[config.mk]
export PLATFORM = sky130hd
export DESIGN_NAME = uart_axil_slave
export DESIGN_NICKNAME = d
export VERILOG_FILES = /design/src/rtl/uart_axil_slave.sv
export SDC_FILE = /design/constraint.sdc
export NUM_CORES = 1
export LEC_CHECK = 0
export CORE_UTILIZATION = 45
export CTS_BUF_LIST = sky130_fd_sc_hd__clkbuf_8
export DETAILED_ROUTE_END_ITERATION = 12
export PLACE_DENSITY = 0.88
export SYNTH_ARGS = -nofsm -noshare
export SYNTH_HDL_FRONTEND = slang
export SYNTH_SLANG_ARGS = --single-unit
[constraint.sdc]
create_clock -name clk -period 3.7 [get_ports clk]
set_clock_uncertainty 0.1 [all_clocks]
set_input_delay 0.74 -clock clk [delete_from_list [all_inputs] [get_ports clk]]
set_output_delay 0.74 -clock clk [all_outputs]
set_load 0.01 [all_outputs]
[src/rtl/uart_axil_slave.sv]
// AXI4-Lite slave that turns single-beat reads/writes into one-cycle UART register-file accesses.
// Handles one transaction at a time; AW/W may arrive in either order, and reads win ties in IDLE.
module uart_axil_slave #(
  parameter int ADDR_WIDTH     = 6,
  parameter int DATA_WIDTH     = 32,
  parameter int REG_ADDR_WIDTH = 4,
  parameter int NUM_REGS       = 8
) (
  input  logic                      clk,
  input  logic                      rst_n,
  input  logic [ADDR_WIDTH-1:0]     s_axil_awaddr,
  input  logic                      s_axil_awvalid,
  output logic                      s_axil_awready,
  input  logic [DATA_WIDTH-1:0]     s_axil_wdata,
  input  logic [DATA_WIDTH/8-1:0]   s_axil_wstrb,
  input  logic                      s_axil_wvalid,
  output logic                      s_axil_wready,
  output logic [1:0]                s_axil_bresp,
  output logic                      s_axil_bvalid,
  input  logic                      s_axil_bready,
  input  logic [ADDR_WIDTH-1:0]     s_axil_araddr,
  input  logic                      s_axil_arvalid,
  output logic                      s_axil_arready,
  output logic [DATA_WIDTH-1:0]     s_axil_rdata,
  output logic [1:0]                s_axil_rresp,
  output logic                      s_axil_rvalid,
  input  logic                      s_axil_rready,
  output logic [REG_ADDR_WIDTH-1:0] reg_addr,
  output logic [DATA_WIDTH-1:0]     reg_wdata,
  output logic [DATA_WIDTH/8-1:0]   reg_wstrb,
  output logic                      reg_wen,
  output logic                      reg_ren,
  input  logic [DATA_WIDTH-1:0]     reg_rdata,
  input  logic                      reg_error
);

  localparam int STRB_W = DATA_WIDTH / 8;
  localparam logic [1:0] RESP_OKAY   = 2'b00;
  localparam logic [1:0] RESP_SLVERR = 2'b10;

  typedef enum logic [2:0] {
    IDLE,
    WR_ISSUE,
    WR_RESP,
    RD_ISSUE,
    RD_RESP
  } state_t;

  state_t                    r_state;
  state_t                    w_state_nxt;
  logic                      r_aw_held;
  logic                      r_w_held;
  logic                      r_oor;
  logic [REG_ADDR_WIDTH-1:0] r_reg_addr;
  logic [DATA_WIDTH-1:0]     r_reg_wdata;
  logic [STRB_W-1:0]         r_reg_wstrb;
  logic [1:0]                r_bresp;
  logic [1:0]                r_rresp;
  logic [DATA_WIDTH-1:0]     r_rdata;

  logic w_awready;
  logic w_wready;
  logic w_arready;
  logic w_bvalid;
  logic w_rvalid;
  logic w_wen;
  logic w_ren;
  logic w_rd_prio;
  logic w_aw_hs;
  logic w_w_hs;
  logic w_ar_hs;

  function automatic logic [REG_ADDR_WIDTH-1:0] f_word_idx(input logic [ADDR_WIDTH-1:0] addr);
    f_word_idx = addr[REG_ADDR_WIDTH+1:2];
  endfunction

  // Any address bit above the word index, or an index past the last register, misses the file.
  function automatic logic f_out_of_range(input logic [ADDR_WIDTH-1:0] addr);
    logic [REG_ADDR_WIDTH-1:0] idx;
    idx = addr[REG_ADDR_WIDTH+1:2];
    f_out_of_range = ((addr >> (REG_ADDR_WIDTH + 2)) != '0) ||
                     (32'(idx) >= 32'(NUM_REGS));
  endfunction

  assign w_aw_hs = s_axil_awvalid && w_awready;
  assign w_w_hs  = s_axil_wvalid  && w_wready;
  assign w_ar_hs = s_axil_arvalid && w_arready;

  always_comb begin
    w_state_nxt = r_state;
    w_awready   = 1'b0;
    w_wready    = 1'b0;
    w_arready   = 1'b0;
    w_bvalid    = 1'b0;
    w_rvalid    = 1'b0;
    w_wen       = 1'b0;
    w_ren       = 1'b0;
    w_rd_prio   = s_axil_arvalid && !r_aw_held && !r_w_held;
    unique case (r_state)
      IDLE: begin
        w_awready = rst_n && !r_aw_held && !w_rd_prio;
        w_wready  = rst_n && !r_w_held && !w_rd_prio;
        w_arready = rst_n && !r_aw_held && !r_w_held;
        if (s_axil_arvalid && w_arready) begin
          w_state_nxt = RD_ISSUE;
        end else if ((r_aw_held || (s_axil_awvalid && w_awready)) &&
                     (r_w_held  || (s_axil_wvalid  && w_wready))) begin
          w_state_nxt = WR_ISSUE;
        end
      end
      WR_ISSUE: begin
        w_wen       = rst_n && !r_oor;
        w_state_nxt = WR_RESP;
      end
      WR_RESP: begin
        w_bvalid = 1'b1;
        if (s_axil_bready) w_state_nxt = IDLE;
      end
      RD_ISSUE: begin
        w_ren       = rst_n && !r_oor;
        w_state_nxt = RD_RESP;
      end
      RD_RESP: begin
        w_rvalid = 1'b1;
        if (s_axil_rready) w_state_nxt = IDLE;
      end
      default: w_state_nxt = IDLE;
    endcase
  end

  always_ff @(posedge clk) begin
    if (!rst_n) begin
      r_state     <= IDLE;
      r_aw_held   <= 1'b0;
      r_w_held    <= 1'b0;
      r_oor       <= 1'b0;
      r_reg_addr  <= '0;
      r_reg_wdata <= '0;
      r_reg_wstrb <= '0;
      r_bresp     <= RESP_OKAY;
      r_rresp     <= RESP_OKAY;
      r_rdata     <= '0;
    end else begin
      r_state <= w_state_nxt;
      if (w_aw_hs) begin
        r_aw_held  <= 1'b1;
        r_reg_addr <= f_word_idx(s_axil_awaddr);
        r_oor      <= f_out_of_range(s_axil_awaddr);
      end
      if (w_w_hs) begin
        r_w_held    <= 1'b1;
        r_reg_wdata <= s_axil_wdata;
        r_reg_wstrb <= s_axil_wstrb;
      end
      if (w_ar_hs) begin
        r_reg_addr <= f_word_idx(s_axil_araddr);
        r_oor      <= f_out_of_range(s_axil_araddr);
      end
      if (r_state == WR_ISSUE) begin
        r_bresp <= r_oor ? RESP_SLVERR : RESP_OKAY;
      end
      // Read data is captured in the strobe cycle; the file's output is only valid then.
      if (r_state == RD_ISSUE) begin
        r_rdata <= r_oor ? '0 : reg_rdata;
        r_rresp <= (r_oor || reg_error) ? RESP_SLVERR : RESP_OKAY;
      end
      if ((r_state == WR_RESP) && s_axil_bready) begin
        r_aw_held <= 1'b0;
        r_w_held  <= 1'b0;
      end
    end
  end

  assign s_axil_awready = w_awready;
  assign s_axil_wready  = w_wready;
  assign s_axil_arready = w_arready;
  assign s_axil_bvalid  = w_bvalid;
  assign s_axil_bresp   = r_bresp;
  assign s_axil_rvalid  = w_rvalid;
  assign s_axil_rresp   = r_rresp;
  assign s_axil_rdata   = r_rdata;
  assign reg_addr       = r_reg_addr;
  assign reg_wdata      = r_reg_wdata;
  assign reg_wstrb      = r_reg_wstrb;
  assign reg_wen        = w_wen;
  assign reg_ren        = w_ren;

endmodule
==> flow_summary_export.csv <==
group,metric,value,unit
synthesis,sequential_area_share_after_synthesis,46.5,%
timing,unrepaired_setup_endpoints_after_global_routing,"false",
synthesis,syn-instance-count,394,
timing,maxSlewHeadroom,21.7,%
global_route,grt_antenna_before_repair,0,
worst_setup_path,end_kind,"output pin",
timing,setup-tns-final,0,ns
finish,final_util,72.3,%
pwr,total_power,2.08,mW
timing,report.final.hold_viol_count,0,
placement,placed_wire_length_estimate_after_detailed_placement,7140,um
clock_network,cts-buffers-inserted,9,
clock_network,cts.reportedPaths.clkPinSlew,0.08,ns
die,dieHeight,89.5,um
clock_network,cts.root.buffer_cell,"clkbuf_8",
routing,drt_pre_antenna_iters,4,
clock_network,max-clock-path-buffers,2,
timing,timing.final.max_slew_violations,0,
clock_network,count_of_instances_resized_after_the_clock_tree_is_built,0,
placement,dp_worst_setup_slack,0.364,ns
routing,route.antenna.remaining_nets,0,
timing,post-route-min-period,3.36,ns
run,cap_viol_max_count,0,
worst_setup_path,cp_top_family,"buffers and inverters",
clock_network,insertion_delay,0.34,ns
die,floorplan.io_pins,171,
worst_setup_path,endpoint,"s_axil_awready",
routing,viasPerCell,5.67,
clock_network,postCtsSetupRepairBufs,0,
timing,layout_worst_path_cycle_share,90.9,%
pwr,p_clk_share,33.2,%
global_route,pin_count_of_the_biggest_net_entering_global_routing,41,
routing,wl,10700,um
status,status,"completed",
finish,layout_commonest_cell,"clkdlybuf4s50_1",
finish,stdcell_count,635,
die,fp.coreArea,7330,sq um
synthesis,yosysWarnings,0,
worst_setup_path,critical_path.n_buffers_inverters,3,
synthesis,synthesis.area_per_instance,8.75,sq um
pwr,worst_ir_drop_vdd,230,uV
finish,post-route-cell-area,5300,sq um
worst_setup_path,setup_slack_on_the_worst_flop_to_flop_path,1.62,ns
pwr,reported_net_switching_power,577,uW
worst_setup_path,timing.rr.start,"r_state[0]",
die,core.rowCount,31,
clock_network,cts.sinks,80,
timing,timing_worst_slew_pin_value,1.17,ns
clock_network,cts_tree,"done",
worst_setup_path,critical_path.startpoint_type,"primary input",
timing,maxClockFrequency,0.297,GHz
clock_network,postCtsHoldBufs,0,
worst_setup_path,critical_path.cell_chain,"clkdlybuf4s50_1 -> buf_4 -> nor4b_4 -> nand2b_1 -> nor2b_1 -> clkdlybuf4s50_1",
synthesis,ys_ff_latch,80,
placement,gp_congestion,0.823,
routing,num_vias,3598,
hold_path,holdCritPathClass,"reg2reg",
finish,layout_common_cells,"clkdlybuf4s50_1, dfxtp_1, a21oi_1",
routing,drt_first_iter_violations,91,
finish,antennaDiodeCount,0,
pwr,leakage,1.75,nW
pwr,power_report.internal_total,1.50,mW
routing,detail_route.drc_violations,0,
worst_setup_path,cp-startpoint,"rst_n",
die,die_area,8010,sq um
worst_setup_path,timing.critical_path.mode_cell,"clkdlybuf4s50_1",
timing,hold_slack_final,0.352,ns
global_route,number_of_global_route_vias_before_repair,3335,
pwr,power.share.switching,27.8,%
finish,layout.nets,619,
die,die_w,89.5,um
placement,placed_cells,619,
worst_setup_path,crit_cells,6,
global_route,grt_first_pass_wirelength,15800,um
worst_setup_path,r2r_end,"s_axil_rdata[22]",
worst_setup_path,max_stage_delay,0.54,ns
placement,placed_cell_area,5080,sq um
global_route,grt.overflow.total,0,
pwr,power_density,392,nW/um^2
worst_setup_path,worst-endpoint-arrival,2.52,ns
die,initial_utilization,47.0,%
pwr,power.combinational.fraction,21.8,%
timing,setup_slack,0.335,ns
routing,routedWlPerCell,16.9,um
synthesis,synth_cell_types,35,
timing,report.final.setup_viol,0,
pwr,power.sequential.fraction,45.0,%
worst_setup_path,cpMaxStageDelayCell,"clkdlybuf4s50_1",
finish,final_layout_size_suffix_gt1_share,7.28,%
clock_network,cts_max_level,3,
worst_setup_path,critPathRequiredTime,2.86,ns
worst_setup_path,path_max_fanout,8,
worst_setup_path,crit_type,"in2out",
synthesis,syn_area,3450,sq um
placement,io_buffer_count,164,
finish,layout-area-overhead-vs-synth,53.7,%
global_route,track_usage,25.6,%
worst_setup_path,r2r.worst_path.cells,3,
==> power groups by stage <==
stage               clock, mW  combinational, mW  sequential (mW)
floorplan                   0              0.227            0.959
global placement            0              0.441            0.953
detailed placement          0              0.448            0.956
CTS                     0.696              0.452            0.935
global route            0.733              0.486            0.942
finish                  0.689              0.454            0.936
==> Yosys cell counts, drive strengths merged <==
| cell | n | share of area, % |
|---|---|---|
| mux2 | 3 | 0.98 |
| nor3b | 3 | 0.65 |
| clkinv | 1 | 0.11 |
| nor2 | 4 | 0.44 |
| inv | 1 | 0.11 |
| o21a | 1 | 0.22 |
| a21o | 1 | 0.22 |
| o221a | 3 | 0.98 |
| o22ai | 2 | 0.36 |
| a211oi | 5 | 1.1 |
| clkbuf | 35 | 3.8 |
| nand2 | 35 | 3.8 |
| o21ai | 2 | 0.29 |
| and3b | 2 | 0.51 |
| a21oi | 69 | 10 |
| or3 | 1 | 0.18 |
| a31oi | 3 | 0.54 |
| and2 | 1 | 0.18 |
| conb | 1 | 0.11 |
| nand2b | 7 | 1.3 |
| o31a | 1 | 0.25 |
| or4b | 1 | 0.40 |
| mux2i | 1 | 0.29 |
| dfxtp | 80 | 46 |
| nand3b | 34 | 7.4 |
| nand4 | 36 | 6.5 |
| buf | 16 | 3.1 |
| nor2b | 3 | 0.54 |
| o31ai | 36 | 7.8 |
| nor3 | 4 | 0.58 |
| nor4b | 2 | 0.69 |
==> registers in the layout, summed over array words and instances (netlist names) <==
| register | cells |
|---|---|
| reg_addr | 4 |
| reg_wdata | 32 |
| s_axil_bresp | 1 |
| r_state | 3 |
| r_aw_held | 1 |
| r_w_held | 1 |
| s_axil_rresp | 1 |
| s_axil_rdata | 32 |
| reg_wstrb | 4 |
| r_oor | 1 |
==> cell families (layout without fill, tap and decap cells) <==
group                  Yosys count  in the layout  share of synthesized area, %
and+or+nand+nor                133            133                          23.2
other                            1              2                         0.109
DFF                             80             80                          46.5
buffers and inverters           53            194                          7.15
muxes                            4              4                          1.27
AOI/OAI and AO/OA              123            123                          21.8
==> worst min path at each step <==
stage | from | slack [ns] | end | depth (start not counted)
finish | s_axil_rdata[25] | 0.35 | s_axil_rdata[25] | 2
floorplan | s_axil_rdata[0] | 0.38 | s_axil_rdata[0] | 2
CTS | s_axil_rdata[7] | 0.36 | s_axil_rdata[7] | 2
detailed placement | s_axil_rdata[7] | 0.34 | s_axil_rdata[7] | 2
global route | s_axil_rdata[29] | 0.37 | s_axil_rdata[29] | 2
global placement | s_axil_rdata[2] | 0.34 | s_axil_rdata[2] | 2
==> cell type report <==
cell class | instances | area, sq um
well taps | 99 | 124
flip-flops and latches | 80 | 1600
fillers | 536 | 2030
multi-input cells | 262 | 1620
repair buffers | 176 | 1730
clock buffers | 12 | 165
clock inverters | 4 | 51.3
inverters | 2 | 7.51
==> worst reg2reg max path: stages (launching register included) <==
cell      delay (ns)
dfxtp_1         0.53
and3b_1         1.01
nand3b_1        0.19
a21oi_1         0.18
==> layer usage <==
metal	global-route usage, %	routed length (um)
met3	6.93	911
met2	44.8	5160
met1	29.6	4430
met4	9.96	209
met5	0	0
No activity file was read; power rests on OpenSTA's default activity.
